[src/rtl/fde_pkg.sv]
// ----------------------------------------------------------------------------
// fde_pkg
// Shared definitions for the fetch/decode/execute phase machine.
//   - fde_state_e     : phase codes (FETCH, DECODE, EXECUTE, HALT)
//   - fde_next_state  : phase successor for one advancing clock edge
// ----------------------------------------------------------------------------
package fde_pkg;

    typedef enum logic [1:0] {
        FETCH   = 2'b00,
        DECODE  = 2'b01,
        EXECUTE = 2'b10,
        HALT    = 2'b11
    } fde_state_e;

    // Successor phase for one advancing edge. A halt request only matters
    // when leaving EXECUTE, and HALT is absorbing.
    function automatic fde_state_e fde_next_state(input fde_state_e cur,
                                                  input logic       halt_req);
        fde_state_e nxt;
        case (cur)
            FETCH:   nxt = DECODE;
            DECODE:  nxt = EXECUTE;
            EXECUTE: nxt = halt_req ? HALT : FETCH;
            HALT:    nxt = HALT;
            default: nxt = FETCH;
        endcase
        return nxt;
    endfunction

endpackage

[src/rtl/fde_counter.sv]
// ----------------------------------------------------------------------------
// fde_counter
// CNT_W-bit enabled counter that wraps from all-ones to zero silently.
// Ports:
//   clk   : clock, rising edge
//   rst_n : synchronous active-low reset, clears the count
//   inc   : add one on this edge
//   count : current count value (registered)
// ----------------------------------------------------------------------------
module fde_counter #(
    parameter int CNT_W = 16
) (
    input  logic             clk,
    input  logic             rst_n,
    input  logic             inc,
    output logic [CNT_W-1:0] count
);

    logic [CNT_W-1:0] count_r;

    // Count register: clear on reset, step on inc, otherwise hold.
    always_ff @(posedge clk) begin
        if (!rst_n) begin
            count_r <= '0;
        end else if (inc) begin
            count_r <= count_r + CNT_W'(1);
        end else begin
            count_r <= count_r;
        end
    end

    assign count = count_r;

endmodule

[src/rtl/fde_machine.sv]
// ----------------------------------------------------------------------------
// fde_machine
// Three-phase instruction sequencer: FETCH -> DECODE -> EXECUTE -> FETCH,
// with an absorbing HALT phase entered when a halt request is seen while
// EXECUTE advances. Counts retired instructions.
// Ports:
//   clk           : clock, rising edge
//   rst_n         : synchronous active-low reset (priority over everything)
//   en            : advance enable; low freezes all state
//   stall         : holds the current phase while high
//   halt          : halt request, only looked at in EXECUTE
//   state         : current phase code
//   fetch_strobe  : high in FETCH
//   decode_strobe : high in DECODE
//   exec_strobe   : high in EXECUTE
//   instr_done    : one-cycle pulse after each EXECUTE advance
//   instr_count   : retired-instruction count, wraps silently
//   halted        : high in HALT
// ----------------------------------------------------------------------------
module fde_machine
    import fde_pkg::*;
#(
    parameter int CNT_W = 16
) (
    input  logic             clk,
    input  logic             rst_n,
    input  logic             en,
    input  logic             stall,
    input  logic             halt,
    output logic [1:0]       state,
    output logic             fetch_strobe,
    output logic             decode_strobe,
    output logic             exec_strobe,
    output logic             instr_done,
    output logic [CNT_W-1:0] instr_count,
    output logic             halted
);

    fde_state_e state_r;
    fde_state_e next_state_s;
    logic       advance_s;
    logic       retire_s;
    logic       instr_done_r;
    logic       fetch_strobe_s;
    logic       decode_strobe_s;
    logic       exec_strobe_s;
    logic       halted_s;

    // An edge only moves the machine when enabled and not stalled.
    assign advance_s = en & ~stall;

    // An instruction retires on the edge that advances out of EXECUTE,
    // whether it goes back to FETCH or into HALT.
    assign retire_s = advance_s & (state_r == EXECUTE);

    // Next-state logic.
    always_comb begin
        next_state_s = state_r;
        if (advance_s) begin
            next_state_s = fde_next_state(state_r, halt);
        end else begin
            next_state_s = state_r;
        end
    end

    // Phase register.
    always_ff @(posedge clk) begin
        if (!rst_n) begin
            state_r <= FETCH;
        end else begin
            state_r <= next_state_s;
        end
    end

    // Retire pulse register: high for the one cycle following a retirement.
    always_ff @(posedge clk) begin
        if (!rst_n) begin
            instr_done_r <= 1'b0;
        end else begin
            instr_done_r <= retire_s;
        end
    end

    // Retired-instruction counter steps on the same edge the pulse rises.
    fde_counter #(
        .CNT_W (CNT_W)
    ) u_counter (
        .clk   (clk),
        .rst_n (rst_n),
        .inc   (retire_s),
        .count (instr_count)
    );

    // Output decode of the phase register; exactly one output is high.
    always_comb begin
        fetch_strobe_s  = 1'b0;
        decode_strobe_s = 1'b0;
        exec_strobe_s   = 1'b0;
        halted_s        = 1'b0;
        case (state_r)
            FETCH:   fetch_strobe_s  = 1'b1;
            DECODE:  decode_strobe_s = 1'b1;
            EXECUTE: exec_strobe_s   = 1'b1;
            HALT:    halted_s        = 1'b1;
            default: fetch_strobe_s  = 1'b1;
        endcase
    end

    assign state         = state_r;
    assign fetch_strobe  = fetch_strobe_s;
    assign decode_strobe = decode_strobe_s;
    assign exec_strobe   = exec_strobe_s;
    assign halted        = halted_s;
    assign instr_done    = instr_done_r;

endmodule

[config.mk]
export PLATFORM = sky130hd
export DESIGN_NAME = fde_machine
export DESIGN_NICKNAME = d
export VERILOG_FILES = /design/src/rtl/fde_pkg.sv /design/src/rtl/fde_counter.sv /design/src/rtl/fde_machine.sv
export SDC_FILE = /design/constraint.sdc
export NUM_CORES = 1
export LEC_CHECK = 0
export ABC_AREA = 1
export BUFFER_PORTS_ARGS = -buffer_cell sky130_fd_sc_hd__buf_2
export CORE_MARGIN = 8
export CORE_UTILIZATION = 50
export CTS_CLUSTER_DIAMETER = 200
export CTS_CLUSTER_SIZE = 30
export DETAILED_ROUTE_END_ITERATION = 8
export PLACE_DENSITY = 0.79
export SLEW_MARGIN = 0
export SYNTH_ARGS = -nofsm -noshare
export SYNTH_HDL_FRONTEND = slang
export SYNTH_HIERARCHICAL = 1
export SYNTH_SLANG_ARGS = --single-unit
[constraint.sdc]
create_clock -name clk -period 4.3 [get_ports clk]
set_input_delay 0.43 -clock clk [delete_from_list [all_inputs] [get_ports clk]]
set_output_delay 0.43 -clock clk [all_outputs]
set_load 0.01 [all_outputs]
==> summary.md <==
| Metric | Value |
|---|---|
| Number of endpoints failing setup at the final stage | `0` |
| Number of buffers added by the clock tree synthesis step | `3` |
| Worst reg2reg path startpoint | `state[1]$_SDFFE_PN0P_` |
| Ratio of final minimum period to clock period | `43.8%` |
| RSZ-0062 raised after global routing | `false` |
| Maximum number of pins on one net before global-route repair | `15` |
| Number of buffers added to fix hold violations after cts | `0` |
| Hold path start | `en` |
| Overall die height | `60.8 um` |
| Number of unique standard cell types used by synthesis | `21` |
| First-pass GRT wire length | `3.69 mm` |
| Crit Path Max Fanout | `8` |
| Avg Vias per Cell | `4.84` |
| Switch Pwr | `0.0678 mW` |
| Largest voltage drop on the vdd net | `0.000131 V` |
| Global route overflow | `0` |
| Largest stage delay on the critical path | `480 ps` |
| Kind of cell adding the most delay to the critical path | `simple AND/OR/NAND/NOR gates` |
| Leakage dissipation | `0.556 nW` |
| Number of top-level design ports | `28` |
| Critical R2R Capture | `u_counter/count[13]$_SDFFE_PN0P_` |
| Setup fix buffers added after clock tree synthesis | `0` |
| Buffers added on ports | `27` |
| H-tree depth | `1` |
| Total core area | `1920 um2` |
| Post-route ant nets | `0` |
| Final worst clock skew | `1.38 ps` |
| Avg Inst Size Synth | `6.65 um2` |
| Yosys warns | `6` |
| Number of buffer and inverter instances along the worst setup path | `0` |
| CP max stage cell | `sky130_fd_sc_hd__dfxtp_1` |
| Worst reg-to-reg path cell count | `9` |
| Measured slew at the worst slew-check pin | `525 ps` |
| Setup slack after layout | `2420 ps` |
| Hold-critical path endpoint | `instr_done$_SDFF_PN0_` |
| Post-cts repair resize count | `0` |
| List of cells traversed by the critical path | `nand2_2 > nor2_1 > nand2_1 > nor2_4 > nand2_2 > nor2_2 > nand3_1 > nand2_1 > nor2_1` |
| Internal portion of total power | `0.218 mW` |
| Number of antenna violations at the first check in global routing | `0` |
| R2R setup slack | `2420 ps` |
| CTS clock-pin slew for the worst setup and hold paths | `110 ps` |
| Vias after detailed routing | `1001` |
| Post-synthesis net count | `157` |
| Logic pwr share | `6.1%` |
| Hold/Removal Path Class | `input port to register` |
| Max_slew headroom | `64.9%` |
| Post-Place Worst Slack | `2360 ps` |
| Kind of end point of the critical path | `register` |
| Setup TNS Final | `0 ps` |
| Fraction of layout instances using a drive strength above 1 | `26.1%` |
| Vias in the first global route | `900` |
| Max Slew Vio Count | `0` |
| Initial DRC Count | `37` |
| Synth Register Bits | `19` |
| Final Hold Violating Endpoints | `0` |
| Per-cell routed wire length | `11.1 um` |
| Starting utilization of the core area | `52.2%` |
| Count of nets after finishing | `187` |
| Highest Clock Rate | `0.531 GHz` |
| Area of the mapped netlist | `1000 um2` |
| Routed WL | `2.30 mm` |
| Die ar. | `3700 um2` |
| CTS tree | `done` |
| WHS Path Cells | `3` |
| Root cell of the clock tree | `sky130_fd_sc_hd__clkbuf_4` |
| Maximum clock insertion buffer count | `2` |
| Req. time, crit path | `4490 ps` |
| Estimated wirelength of the detail-placed design | `1.80 mm` |
| 1st-pass router iterations | `4` |
| Critical Setup Path Class | `register to register` |
| Tmin final | `1880 ps` |
| Diode insertion count for antenna repair | `0` |
| Sequential fraction of design power | `62.5%` |
| Die Span X | `60.8 um` |
| Gate count of the mapped netlist | `151` |
| Clock latency of the later-clocked register in the worst-skew pair | `290 ps` |
| Area Growth Syn to Fin | `18.5%` |
| Power per unit of standard cell area | `241 nW/um2` |
| Remaining DRCs | `0` |
| Arrival time of data at the critical path endpoint | `2080 ps` |
| Number of sinks driven by the clock tree | `19` |
| Register area share after synthesis | `37.9%` |
| Total routing resource utilization after global routing | `12.7%` |
| Sw Ratio | `23.7%` |
| Count of max-cap constraint violations | `0` |
| Run status | `finished clean` |
| Relative contribution of the clock network to total power | `31.3%` |
| Rows | `16` |
| RD Place Congestion | `0.937` |
| Type of origin of the critical path | `register` |
==> layout make-up <==
cell class,instances,area (um2)
clock buffer,3,22.5
multi-input combinational,106,522
timing repair buffer,27,135
inverter,24,90.1
tap,27,33.8
clock inverter,1,5.00
fill,188,733
sequential,19,380
==> power groups by stage <==
stage	clock, mW	combinational, mW	sequential (mW)
2_1_floorplan	0	0.00983	0.183
5_1_grt	0.104	0.0196	0.179
3_3_place_gp	0	0.0172	0.183
6_report	0.0896	0.0175	0.179
3_5_place_dp	0	0.0175	0.183
4_1_cts	0.0920	0.0175	0.179
==> sequential cells by signal (all words and copies together), names as in the netlist <==
register         count
state                2
u_counter/count     16
instr_done           1
==> stage by stage <==
stage	power [mW]	util, %	cells	area, um2	hold WS (ps)
floorplan	0.193	-	151	1000	493
global placement	0.200	60.4	203	1160	473
detailed placement	0.200	60.4	203	1160	476
CTS	0.288	61.8	207	1190	430
global route	0.303	61.8	207	1190	429
finish	0.286	61.8	207	1190	434
==> worst max-delay path by stage <==
stage,startpoint,to,slack (ps),depth (start not counted)
2_1_floorplan,state[1]$_SDFFE_PN0P_,u_counter/count[13]$_SDFFE_PN0P_,2860,10
3_3_place_gp,stall,u_counter/count[13]$_SDFFE_PN0P_,2470,11
3_5_place_dp,stall,u_counter/count[13]$_SDFFE_PN0P_,2360,11
4_1_cts,state[1]$_SDFFE_PN0P_,u_counter/count[13]$_SDFFE_PN0P_,2440,9
5_1_grt,state[1]$_SDFFE_PN0P_,u_counter/count[13]$_SDFFE_PN0P_,2220,9
6_report,state[1]$_SDFFE_PN0P_,u_counter/count[13]$_SDFFE_PN0P_,2420,9
==> kinds of logic after synthesis <==
group                      share of synthesized area, %
DFF                                                37.9
AOI/OAI and AO/OA                                  8.23
adders and majority gates                          1.25
and+or+nand+nor                                    42.5
buffers and inverters                              10.1
==> tightest hold or removal path: stages <==
cell,delay [ps]
sky130_fd_sc_hd__buf_2,110
sky130_fd_sc_hd__nand2_1,110
sky130_fd_sc_hd__nor3_2,40
==> layout by cell type (no fill, tap or decap) <==
cell type,Yosys,routed
sky130_fd_sc_hd__inv_2,1,1
sky130_fd_sc_hd__o21ai_1,2,2
sky130_fd_sc_hd__inv_1,23,23
sky130_fd_sc_hd__nor2_1,26,26
sky130_fd_sc_hd__a21oi_1,9,9
sky130_fd_sc_hd__clkbuf_4,0,3
sky130_fd_sc_hd__ha_1,1,1
sky130_fd_sc_hd__clkinv_2,0,1
sky130_fd_sc_hd__o21ai_0,4,4
sky130_fd_sc_hd__nand2_2,7,7
sky130_fd_sc_hd__o21bai_1,1,1
sky130_fd_sc_hd__nor3_2,1,1
sky130_fd_sc_hd__nor3_1,3,3
sky130_fd_sc_hd__buf_2,0,27
sky130_fd_sc_hd__nand3_2,1,1
sky130_fd_sc_hd__nor2_2,2,2
sky130_fd_sc_hd__dfxtp_1,19,19
sky130_fd_sc_hd__nor3b_1,1,1
sky130_fd_sc_hd__nand2_1,30,30
sky130_fd_sc_hd__nor2_4,4,4
sky130_fd_sc_hd__nand4_1,2,2
sky130_fd_sc_hd__nand3_1,12,12
==> layer usage <==
metal	wire, um	GRT usage [%]
met3	211	3.81
met4	9	4.32
met1	1040	14.2
met5	0	0
met2	1040	22.3
==> Yosys cell counts (all sizes together) <==
| cell type | n | area share [%] |
|---|---|---|
| dfxtp | 19 | 38 |
| nand4 | 2 | 1.2 |
| a21oi | 9 | 4.5 |
| inv | 24 | 9.0 |
| clkbuf | 1 | 0.37 |
| buf | 1 | 0.75 |
| nor2 | 32 | 15 |
| nand2 | 37 | 16 |
| o21ai | 6 | 3.0 |
| o21bai | 1 | 0.75 |
| ha | 1 | 1.2 |
| nor3b | 1 | 0.75 |
| nand3 | 13 | 7.0 |
| nor3 | 4 | 2.5 |
No activity file was read; power rests on OpenSTA's default activity.
